### src/rtl/w_schedule_gen_if.sv
// Block-in / round-out bus between the padding unit, the schedule generator
// and the round processor.
interface w_schedule_gen_if #(
  parameter int unsigned CNT_W = 7
);
  logic [511:0]     i_block;
  logic             i_block_valid;
  logic             o_block_ready;
  logic             i_stall;
  logic [31:0]      o_w;
  logic [31:0]      o_k;
  logic [CNT_W-1:0] o_count;
  logic             o_round_valid;
  logic             o_done;

  // master: block source and round consumer
  modport master (
    output i_block, i_block_valid, i_stall,
    input  o_block_ready, o_w, o_k, o_count, o_round_valid, o_done
  );

  // slave: the schedule generator
  modport slave (
    input  i_block, i_block_valid, i_stall,
    output o_block_ready, o_w, o_k, o_count, o_round_valid, o_done
  );
endinterface

### src/rtl/w_schedule_gen.sv
// SHA-256 message schedule and round-constant source: expands one 512-bit block
// into W0..W63 and streams (W_t, K_t, t) one per cycle, then emits count 64/65.
module w_schedule_gen #(
  parameter int unsigned ROUNDS = 64,
  parameter int unsigned CNT_W  = 7
) (
  input logic              i_clk,
  input logic              i_rst,
  w_schedule_gen_if.slave  bus
);
  localparam int unsigned WORD_W = 32;
  localparam int unsigned BUF_N  = 16;
  localparam int unsigned T_W    = 6;

  localparam logic [31:0] K_ROM [64] = '{
    32'h428a2f98, 32'h71374491, 32'hb5c0fbcf, 32'he9b5dba5, 32'h3956c25b, 32'h59f111f1, 32'h923f82a4, 32'hab1c5ed5,
    32'hd807aa98, 32'h12835b01, 32'h243185be, 32'h550c7dc3, 32'h72be5d74, 32'h80deb1fe, 32'h9bdc06a7, 32'hc19bf174,
    32'he49b69c1, 32'hefbe4786, 32'h0fc19dc6, 32'h240ca1cc, 32'h2de92c6f, 32'h4a7484aa, 32'h5cb0a9dc, 32'h76f988da,
    32'h983e5152, 32'ha831c66d, 32'hb00327c8, 32'hbf597fc7, 32'hc6e00bf3, 32'hd5a79147, 32'h06ca6351, 32'h14292967,
    32'h27b70a85, 32'h2e1b2138, 32'h4d2c6dfc, 32'h53380d13, 32'h650a7354, 32'h766a0abb, 32'h81c2c92e, 32'h92722c85,
    32'ha2bfe8a1, 32'ha81a664b, 32'hc24b8b70, 32'hc76c51a3, 32'hd192e819, 32'hd6990624, 32'hf40e3585, 32'h106aa070,
    32'h19a4c116, 32'h1e376c08, 32'h2748774c, 32'h34b0bcb5, 32'h391c0cb3, 32'h4ed8aa4a, 32'h5b9cca4f, 32'h682e6ff3,
    32'h748f82ee, 32'h78a5636f, 32'h84c87814, 32'h8cc70208, 32'h90befffa, 32'ha4506ceb, 32'hbef9a3f7, 32'hc67178f2
  };

  typedef enum logic [1:0] {IDLE, RUN, DONE} state_t;

  state_t             state, state_nxt;
  logic [WORD_W-1:0]  wbuf [BUF_N];
  logic [WORD_W-1:0]  w_q, w_nxt, k_q, k_nxt;
  logic [CNT_W-1:0]   count_q, count_nxt;
  logic               rv_q, rv_nxt, done_q, done_nxt;
  logic               buf_load, buf_we, last;
  logic [T_W-1:0]     t_nxt;
  logic [3:0]         slot;
  logic [WORD_W-1:0]  sched_w;

  function automatic logic [31:0] ssig0(input logic [31:0] x);
    return {x[6:0], x[31:7]} ^ {x[17:0], x[31:18]} ^ (x >> 3);
  endfunction

  function automatic logic [31:0] ssig1(input logic [31:0] x);
    return {x[16:0], x[31:17]} ^ {x[18:0], x[31:19]} ^ (x >> 10);
  endfunction

  assign last  = (count_q == CNT_W'(ROUNDS - 1));
  assign t_nxt = T_W'(count_q) + T_W'(1);
  assign slot  = t_nxt[3:0];

  // Slot t mod 16 still holds W[t-16]; the other taps sit at fixed offsets around it.
  assign sched_w = ssig1(wbuf[slot + 4'd14]) + wbuf[slot + 4'd9]
                 + ssig0(wbuf[slot + 4'd1]) + wbuf[slot];

  always_ff @(posedge i_clk) begin
    if (!i_rst) state <= IDLE;
    else        state <= state_nxt;
  end

  always_comb begin
    state_nxt = state;
    unique case (state)
      IDLE:    if (bus.i_block_valid) state_nxt = RUN;
      RUN:     if (!bus.i_stall && last) state_nxt = DONE;
      DONE:    state_nxt = IDLE;
      default: state_nxt = IDLE;
    endcase
  end

  // Next values of the registered round outputs and buffer write controls.
  always_comb begin
    w_nxt     = w_q;
    k_nxt     = k_q;
    count_nxt = count_q;
    rv_nxt    = rv_q;
    done_nxt  = 1'b0;
    buf_load  = 1'b0;
    buf_we    = 1'b0;
    unique case (state)
      IDLE: begin
        if (bus.i_block_valid) begin
          buf_load  = 1'b1;
          count_nxt = '0;
          w_nxt     = bus.i_block[511 -: WORD_W];
          k_nxt     = K_ROM[0];
          rv_nxt    = 1'b1;
        end
      end
      RUN: begin
        if (!bus.i_stall) begin
          if (last) begin
            count_nxt = CNT_W'(ROUNDS);
            rv_nxt    = 1'b0;
            done_nxt  = 1'b1;
          end else begin
            count_nxt = CNT_W'(t_nxt);
            k_nxt     = K_ROM[t_nxt];
            if (t_nxt < T_W'(BUF_N)) begin
              w_nxt = wbuf[slot];
            end else begin
              w_nxt  = sched_w;
              buf_we = 1'b1;
            end
          end
        end
      end
      DONE:    count_nxt = CNT_W'(ROUNDS + 1);
      default: ;
    endcase
  end

  always_ff @(posedge i_clk) begin
    if (!i_rst) begin
      w_q     <= '0;
      k_q     <= '0;
      count_q <= '0;
      rv_q    <= 1'b0;
      done_q  <= 1'b0;
    end else begin
      w_q     <= w_nxt;
      k_q     <= k_nxt;
      count_q <= count_nxt;
      rv_q    <= rv_nxt;
      done_q  <= done_nxt;
    end
  end

  always_ff @(posedge i_clk) begin
    if (!i_rst) begin
      for (int i = 0; i < BUF_N; i++) wbuf[i] <= '0;
    end else if (buf_load) begin
      for (int i = 0; i < BUF_N; i++) wbuf[i] <= bus.i_block[WORD_W*(BUF_N-i)-1 -: WORD_W];
    end else if (buf_we) begin
      wbuf[slot] <= sched_w;
    end
  end

  assign bus.o_block_ready = (state == IDLE);
  assign bus.o_w           = w_q;
  assign bus.o_k           = k_q;
  assign bus.o_count       = count_q;
  assign bus.o_round_valid = rv_q;
  assign bus.o_done        = done_q;
endmodule

### src/flat_wrapper.sv
// flat-port wrapper written by rule: the top's interface ports become plain ports
module w_schedule_gen_flat 
#(
  parameter int unsigned ROUNDS = 64,
  parameter int unsigned CNT_W  = 7
)
  (i_clk, i_rst, bus_i_block, bus_i_block_valid, bus_i_stall, bus_o_block_ready, bus_o_w, bus_o_k, bus_o_count, bus_o_round_valid, bus_o_done);
  w_schedule_gen_if #(.CNT_W(CNT_W)) bus_i ();
  input logic i_clk;
  input logic i_rst;
  input wire logic [$bits(bus_i.i_block)-1:0] bus_i_block;
  input wire logic [$bits(bus_i.i_block_valid)-1:0] bus_i_block_valid;
  input wire logic [$bits(bus_i.i_stall)-1:0] bus_i_stall;
  output wire logic [$bits(bus_i.o_block_ready)-1:0] bus_o_block_ready;
  output wire logic [$bits(bus_i.o_w)-1:0] bus_o_w;
  output wire logic [$bits(bus_i.o_k)-1:0] bus_o_k;
  output wire logic [$bits(bus_i.o_count)-1:0] bus_o_count;
  output wire logic [$bits(bus_i.o_round_valid)-1:0] bus_o_round_valid;
  output wire logic [$bits(bus_i.o_done)-1:0] bus_o_done;
  assign bus_i.i_block = bus_i_block;
  assign bus_i.i_block_valid = bus_i_block_valid;
  assign bus_i.i_stall = bus_i_stall;
  assign bus_o_block_ready = bus_i.o_block_ready;
  assign bus_o_w = bus_i.o_w;
  assign bus_o_k = bus_i.o_k;
  assign bus_o_count = bus_i.o_count;
  assign bus_o_round_valid = bus_i.o_round_valid;
  assign bus_o_done = bus_i.o_done;
  w_schedule_gen #(.ROUNDS(ROUNDS), .CNT_W(CNT_W)) u_core (.i_clk(i_clk), .i_rst(i_rst), .bus(bus_i));
endmodule
### config.mk
export PLATFORM = sky130hd
export DESIGN_NAME = w_schedule_gen_flat
export DESIGN_NICKNAME = d
export VERILOG_FILES = /design/src/rtl/w_schedule_gen_if.sv /design/src/rtl/w_schedule_gen.sv /design/src/flat_wrapper.sv
export SDC_FILE = /design/constraint.sdc
export NUM_CORES = 2
export LEC_CHECK = 0
export CAP_MARGIN = 20
export CORE_MARGIN = 1
export CORE_UTILIZATION = 30
export CTS_CLUSTER_SIZE = 24
export DETAILED_ROUTE_END_ITERATION = 16
export HOLD_SLACK_MARGIN = 0.08
export PLACE_DENSITY = 0.56
export SYNTH_ARGS = -nofsm -noshare
export SYNTH_HDL_FRONTEND = slang
export SYNTH_SLANG_ARGS = --single-unit
### constraint.sdc
create_clock -name i_clk -period 10.3 [get_ports i_clk]
set_input_delay 1.545 -clock i_clk [delete_from_list [all_inputs] [get_ports i_clk]]
set_output_delay 1.545 -clock i_clk [all_outputs]
set_load 0.01 [all_outputs]
# [Word level (Yosys, flattened, before mapping)]
# Memory sizes are Yosys's and may differ from the RTL's.
# Index checks and enable logic that the tools add are counted.
[classes] addsub=7 n_lt_le_gt_ge=2 eq_ne=8 n_mux=56 n_bitwise=23 n_reduce_logical=11
[op_table] operator="32-bit 2-to-1 mux" n=26
[op_table] operator="32-bit one-hot mux with 2 select lines" n=2
[op_table] operator="32-bit adder" n=3
[op_table] operator="32-bit bitwise XOR" n=2
[op_table] operator="32-bit OR reduction" n=1
[op_table] operator="32-bit by 22-bit bitwise XOR with 32-bit output" n=1
[op_table] operator="32-bit by 29-bit bitwise XOR with 32-bit output" n=1
[op_table] operator="7-bit 2-to-1 mux" n=3
[op_table] operator="7-bit one-hot mux with 3 select lines" n=1
[op_table] operator="1-bit 2-to-1 mux" n=19
[op_table] operator="1-bit OR" n=16
[op_table] operator="4-bit adder (second input constant)" n=2
[op_table] operator="4-bit AND reduction" n=2
[op_table] operator="7-bit by 6-bit == test with 1-bit output (second input constant)" n=1
[op_table] operator="7-bit greater-or-equal comparator (second input constant)" n=1
[op_table] operator="6-bit inverter with 7-bit output" n=1
[op_table] operator="6-bit by 1-bit adder with 6-bit output (second input constant)" n=1
[op_table] operator="6-bit by 5-bit less-than comparator with 1-bit output (second input constant)" n=1
[op_table] operator="2-bit != test (second input constant)" n=3
[op_table] operator="4-bit by 1-bit adder with 4-bit output (second input constant)" n=1
[op_table] operator="2-bit 2-to-1 mux" n=2
[op_table] operator="4-bit 2-to-1 mux" n=1
[op_table] operator="2-bit by 1-bit != test with 1-bit output (second input constant)" n=2
[op_table] operator="2-bit one-hot mux with 2 select lines" n=1
[op_table] operator="12 further kinds" n=13
[totals] register_bits=75 mem_bits_rw=512 mem_bits_ro=2048 in_bits=516 output_inout_bits=74 wordCells=115 mem_count=2
[mem_list] name="(name not given)" words=64 width=32 rd=1 rd_ports_with_merged_regs=0 write_ports=0 line="w_schedule_gen.sv:96" text="k_nxt = K_ROM[t_nxt];"
[mem_list] name="u_core.wbuf" words=16 width=32 rd=4 rd_ports_with_merged_regs=0 write_ports=16 line="w_schedule_gen.sv:29" text="logic [WORD_W-1:0] wbuf [BUF_N];"

# [Logic depth before layout (Yosys ltp)]
[logic_depth] word_depth=12 depth_mapped=35

# [Worst setup path after synthesis]
# Ideal clock, no wire load.
[synth_path] path_type="flip-flop to flip-flop" from="reg u_core.count_q[0] (netlist: u_core.bus.o_count[0])" to="mem u_core.wbuf[4][29], data pin" setup_ns=0.264 arrival_ns=8.391 required_ns=10.036 slack_ns=1.645 stages_incl_launch_ff=33 n_path_buf=11 synth_period_minus_slack_ns=8.655 cell_sequence="dfxtp_1 -> buf_6 -> buf_6 -> inv_2 -> buf_4 -> buf_4 -> buf_2 -> clkbuf_1 -> ha_1 -> buf_4 -> nor2_1 -> inv_1 -> ha_1 -> clkbuf_1 -> clkbuf_1 -> buf_1 -> mux4_2 -> xnor2_1 -> fa_1 -> inv_1 -> fa_1 -> inv_1 -> ha_1 -> nor2b_1 -> o31a_1 -> o221ai_1 -> o211ai_1 -> a2111oi_0 -> o21bai_1 -> a21oi_1 -> xor2_1 -> buf_2 -> o21ai_0"
[synth_lines] item="start: declaration" line="w_schedule_gen.sv:31" text="logic [CNT_W-1:0] count_q, count_nxt;"
[synth_lines] item="start signal: assignment" line="w_schedule_gen.sv:121" text="count_q <= count_nxt;"
[synth_lines] item="end: declaration" line="w_schedule_gen.sv:29"

==> impl_metrics.tcl <==
set metrics [dict create \
    outcome "finished, final reports clean" \
    rows 141 \
    async_reset_ff_share_pct 0 \
    fin_crit_sh_pct 84.31 \
    die_x_um 387.2 \
    dp_hpwl_um 170500 \
    die_area_um2 150000 \
    yosys.area.top_type "edfxtp_1" \
    endpoint_kind "flop" \
    tns_ps 0 \
    firstDrtPassIters 6 \
    grt_overflow 0 \
    cts_buffers 73 \
    synth_top_cell_area_share_pct 34.53 \
    synth_area_leaders "edfxtp_1 35%, mux4_2 21%, o21ai_0 6.7%" \
    min_path_cells 2 \
    yosysUniqueCellTypes 81 \
    skew_ps 68.26 \
    synth_area_um2 44520 \
    antenna_found_initial 23 \
    grt_first_pass_wirelength_um 316800 \
    grt_start_max_net_pins 166 \
    grt_pass1_vias 38610 \
    reg2regPathDepth 18 \
    path_clk_slew_ps 60 \
    drv_slew 0 \
    area_delta_synth_final_pct 23.56 \
    synth_edf_count 512 \
    core-area_um2 147500 \
    io_pins 590 \
    vias 40960 \
    seq_area_frac_synth_pct 37.90 \
    nNetsFinal 5102 \
    clock_latency_ps 710 \
    syn-num-nets 4724 \
    cp.required_ps 10660 \
    cts_setup_buffers 0 \
    wl_um 231200 \
    drt_iter0_drc 6951 \
    ys_seq_elements 587 \
    drive_above_1_share_pct 16.50 \
    postCtsHoldBufs 0 \
    portBuffers 589 \
    die_y_um 387.2 \
    grt_setup_unrepaired "false" \
    root_buffer "clkbuf_16" \
    synthFlopType "edfxtp_1" \
    crit_fanout 49 \
    synthCells 4095 \
    start_kind "flop" \
    setup-violations-final 0 \
    max_freq_ghz 0.1152 \
    routedWlPerCell_um 35.79 \
    synth_warnings 0 \
    path_class "flop to flop" \
    final_antenna_net_count 0 \
    drc 0 \
    slew-limit-headroom_pct 20.90 \
    grt_use_total_pct 29.88 \
    finalHoldViolCount 0 \
    cts_buffer_depth 3 \
    cts_tree "built" \
    start_util_pct 30.19 \
    finalCriticalPeriod_ps 8684 \
    clock-sinks 587 \
    hp-class "flop to flop" \
    tightestPinTransition_ps 1184 \
    maxCapViolCount 0 \
    via_per_inst 6.340 \
    cts_resized 0 \
    arrival_ps 9050 \
    cts_htree_levels 3 \
    syn_area_per_cell_um2 10.87 \
    gp_congestion 1.030 \
]
registers in the layout, indices dropped and copies added (netlist names):
register	cells
u_core.bus.o_count	7
u_core.bus.o_done	1
u_core.bus.o_k	32
u_core.bus.o_round_valid	1
u_core.bus.o_w	32
u_core.state	2
u_core.wbuf	512
synth_stat cells, types with 15 or more instances:
| cell type | number |
|---|---|
| a211oi_1 | 28 |
| a21boi_0 | 22 |
| a21o_1 | 17 |
| a21oi_1 | 130 |
| a22oi_1 | 15 |
| a311oi_1 | 16 |
| a31oi_1 | 23 |
| a32o_1 | 16 |
| and3_1 | 21 |
| buf_1 | 81 |
| buf_2 | 57 |
| buf_4 | 19 |
| clkbuf_1 | 263 |
| dfxtp_1 | 75 |
| edfxtp_1 | 512 |
| fa_1 | 62 |
| ha_1 | 51 |
| inv_1 | 103 |
| mux2i_1 | 164 |
| mux4_2 | 417 |
| nand2_1 | 516 |
| nand3_1 | 245 |
| nor2_1 | 114 |
| nor2b_1 | 34 |
| nor3_1 | 35 |
| o211ai_1 | 71 |
| o21ai_0 | 599 |
| or3_1 | 18 |
| xnor2_1 | 115 |
| xor2_1 | 39 |
critical path: stages, from the launching register on:
cell and delay, ps:
dfxtp_4 680, inv_4 310, ha_4 410, buf_4 640, buf_4 590, mux4_2 630, mux4_2 610, xnor2_1 400
fa_1 500, fa_1 390, ha_1 370, nor2b_1 160, o31a_1 280, o221ai_1 360, o211ai_1 260, nor2_1 310
o21ai_0 210, xnor2_2 820, o21ai_0 260
metal layers:
layer	track usage [%]	routed length (µm)	up-vias
met5	0	130	-
met4	11.41	10410	22
met3	9.037	31240	463
met2	43.55	97990	3489
met1	41.39	91430	20520
li1	-	-	16470
kinds of logic (layout without fill, tap and decap cells):
family	count (synthesis)	count (layout)	share of synthesized area, %
AND/OR/NAND/NOR	1038	1038	10.31
AO/OA/AOI/OAI	1073	1073	14.35
XOR/XNOR	156	156	3.128
other	0	2	0
adder cells (fa/ha/maj)	114	114	4.243
flip-flops	587	587	37.90
multiplexers	596	596	25.19
buffers and inverters	531	964	4.865
final timing paths:
path,start,end,slack (ps)
worst min register to register,u_core.bus.o_k[20]$_SDFFE_PN0P_,u_core.bus.o_k[20]$_SDFFE_PN0P_,460
worst max register to register,u_core.bus.o_count[0]$_SDFFE_PN0P_,u_core.wbuf[11][21]$_DFFE_PP_,1620
worst min-delay path,u_core.bus.o_k[20]$_SDFFE_PN0P_,u_core.bus.o_k[20]$_SDFFE_PN0P_,460
worst max-delay path,u_core.bus.o_count[0]$_SDFFE_PN0P_,u_core.wbuf[11][21]$_DFFE_PP_,1620
placed cells by master, fill, tap and decap left out, types with 12 or more instances in the layout:
cell	synthesis	layout
xnor2_1	115	111
xor2_1	39	37
a211oi_1	28	28
mux2_2	14	14
nor2b_1	34	34
a32o_1	16	16
fa_1	62	62
edfxtp_1	512	512
inv_1	103	102
clkbuf_16	0	75
nor2_1	114	112
o311ai_0	14	14
mux4_2	417	417
a21boi_0	22	22
nand2b_1	14	14
buf_4	19	123
nand3_1	245	244
nand2_1	516	502
a21oi_1	130	129
clkinv_1	2	17
a31oi_1	23	23
a21o_1	17	16
and3_1	21	20
and2_1	12	12
clkdlybuf4s50_1	0	588
a32oi_1	14	14
nor3_1	35	33
ha_1	51	46
buf_12	0	14
o21ai_0	599	597
dfxtp_1	75	73
a311oi_1	16	16
mux2i_1	164	164
a22oi_1	15	15
o211ai_1	71	71
or3_1	18	18
metrics by stage:
stage / instance area [µm²] / std cells / worst slack (ps) / utilization, % / hold WS (ps)
final: 55010 / 6460 / 1616 / 37.30 / 461.3
after global routing: 55010 / 6458 / 1380 / 37.30 / 483.7
after CTS: 54980 / 6457 / 1804 / 37.28 / 466.0
after detailed placement: 52510 / 6327 / 1841 / 35.60 / 459.0
after global placement: 52500 / 6326 / 1905 / 35.60 / 451.2
after floorplan: 44520 / 4095 / 1645 / - / 485.2
layout make-up:
type	instances	area, µm²
diodes	2	5.005
multi-input cells	2977	25710
repair buffers	727	7131
fillers	14610	92480
well taps	1930	2415
flip-flops and latches	587	16880
clock buffers	86	1918
inverters	107	405.4
clock inverters	44	549.3
Power is not shown: default switching activity piles up to over one toggle a cycle in this logic, so the estimate is an artifact.
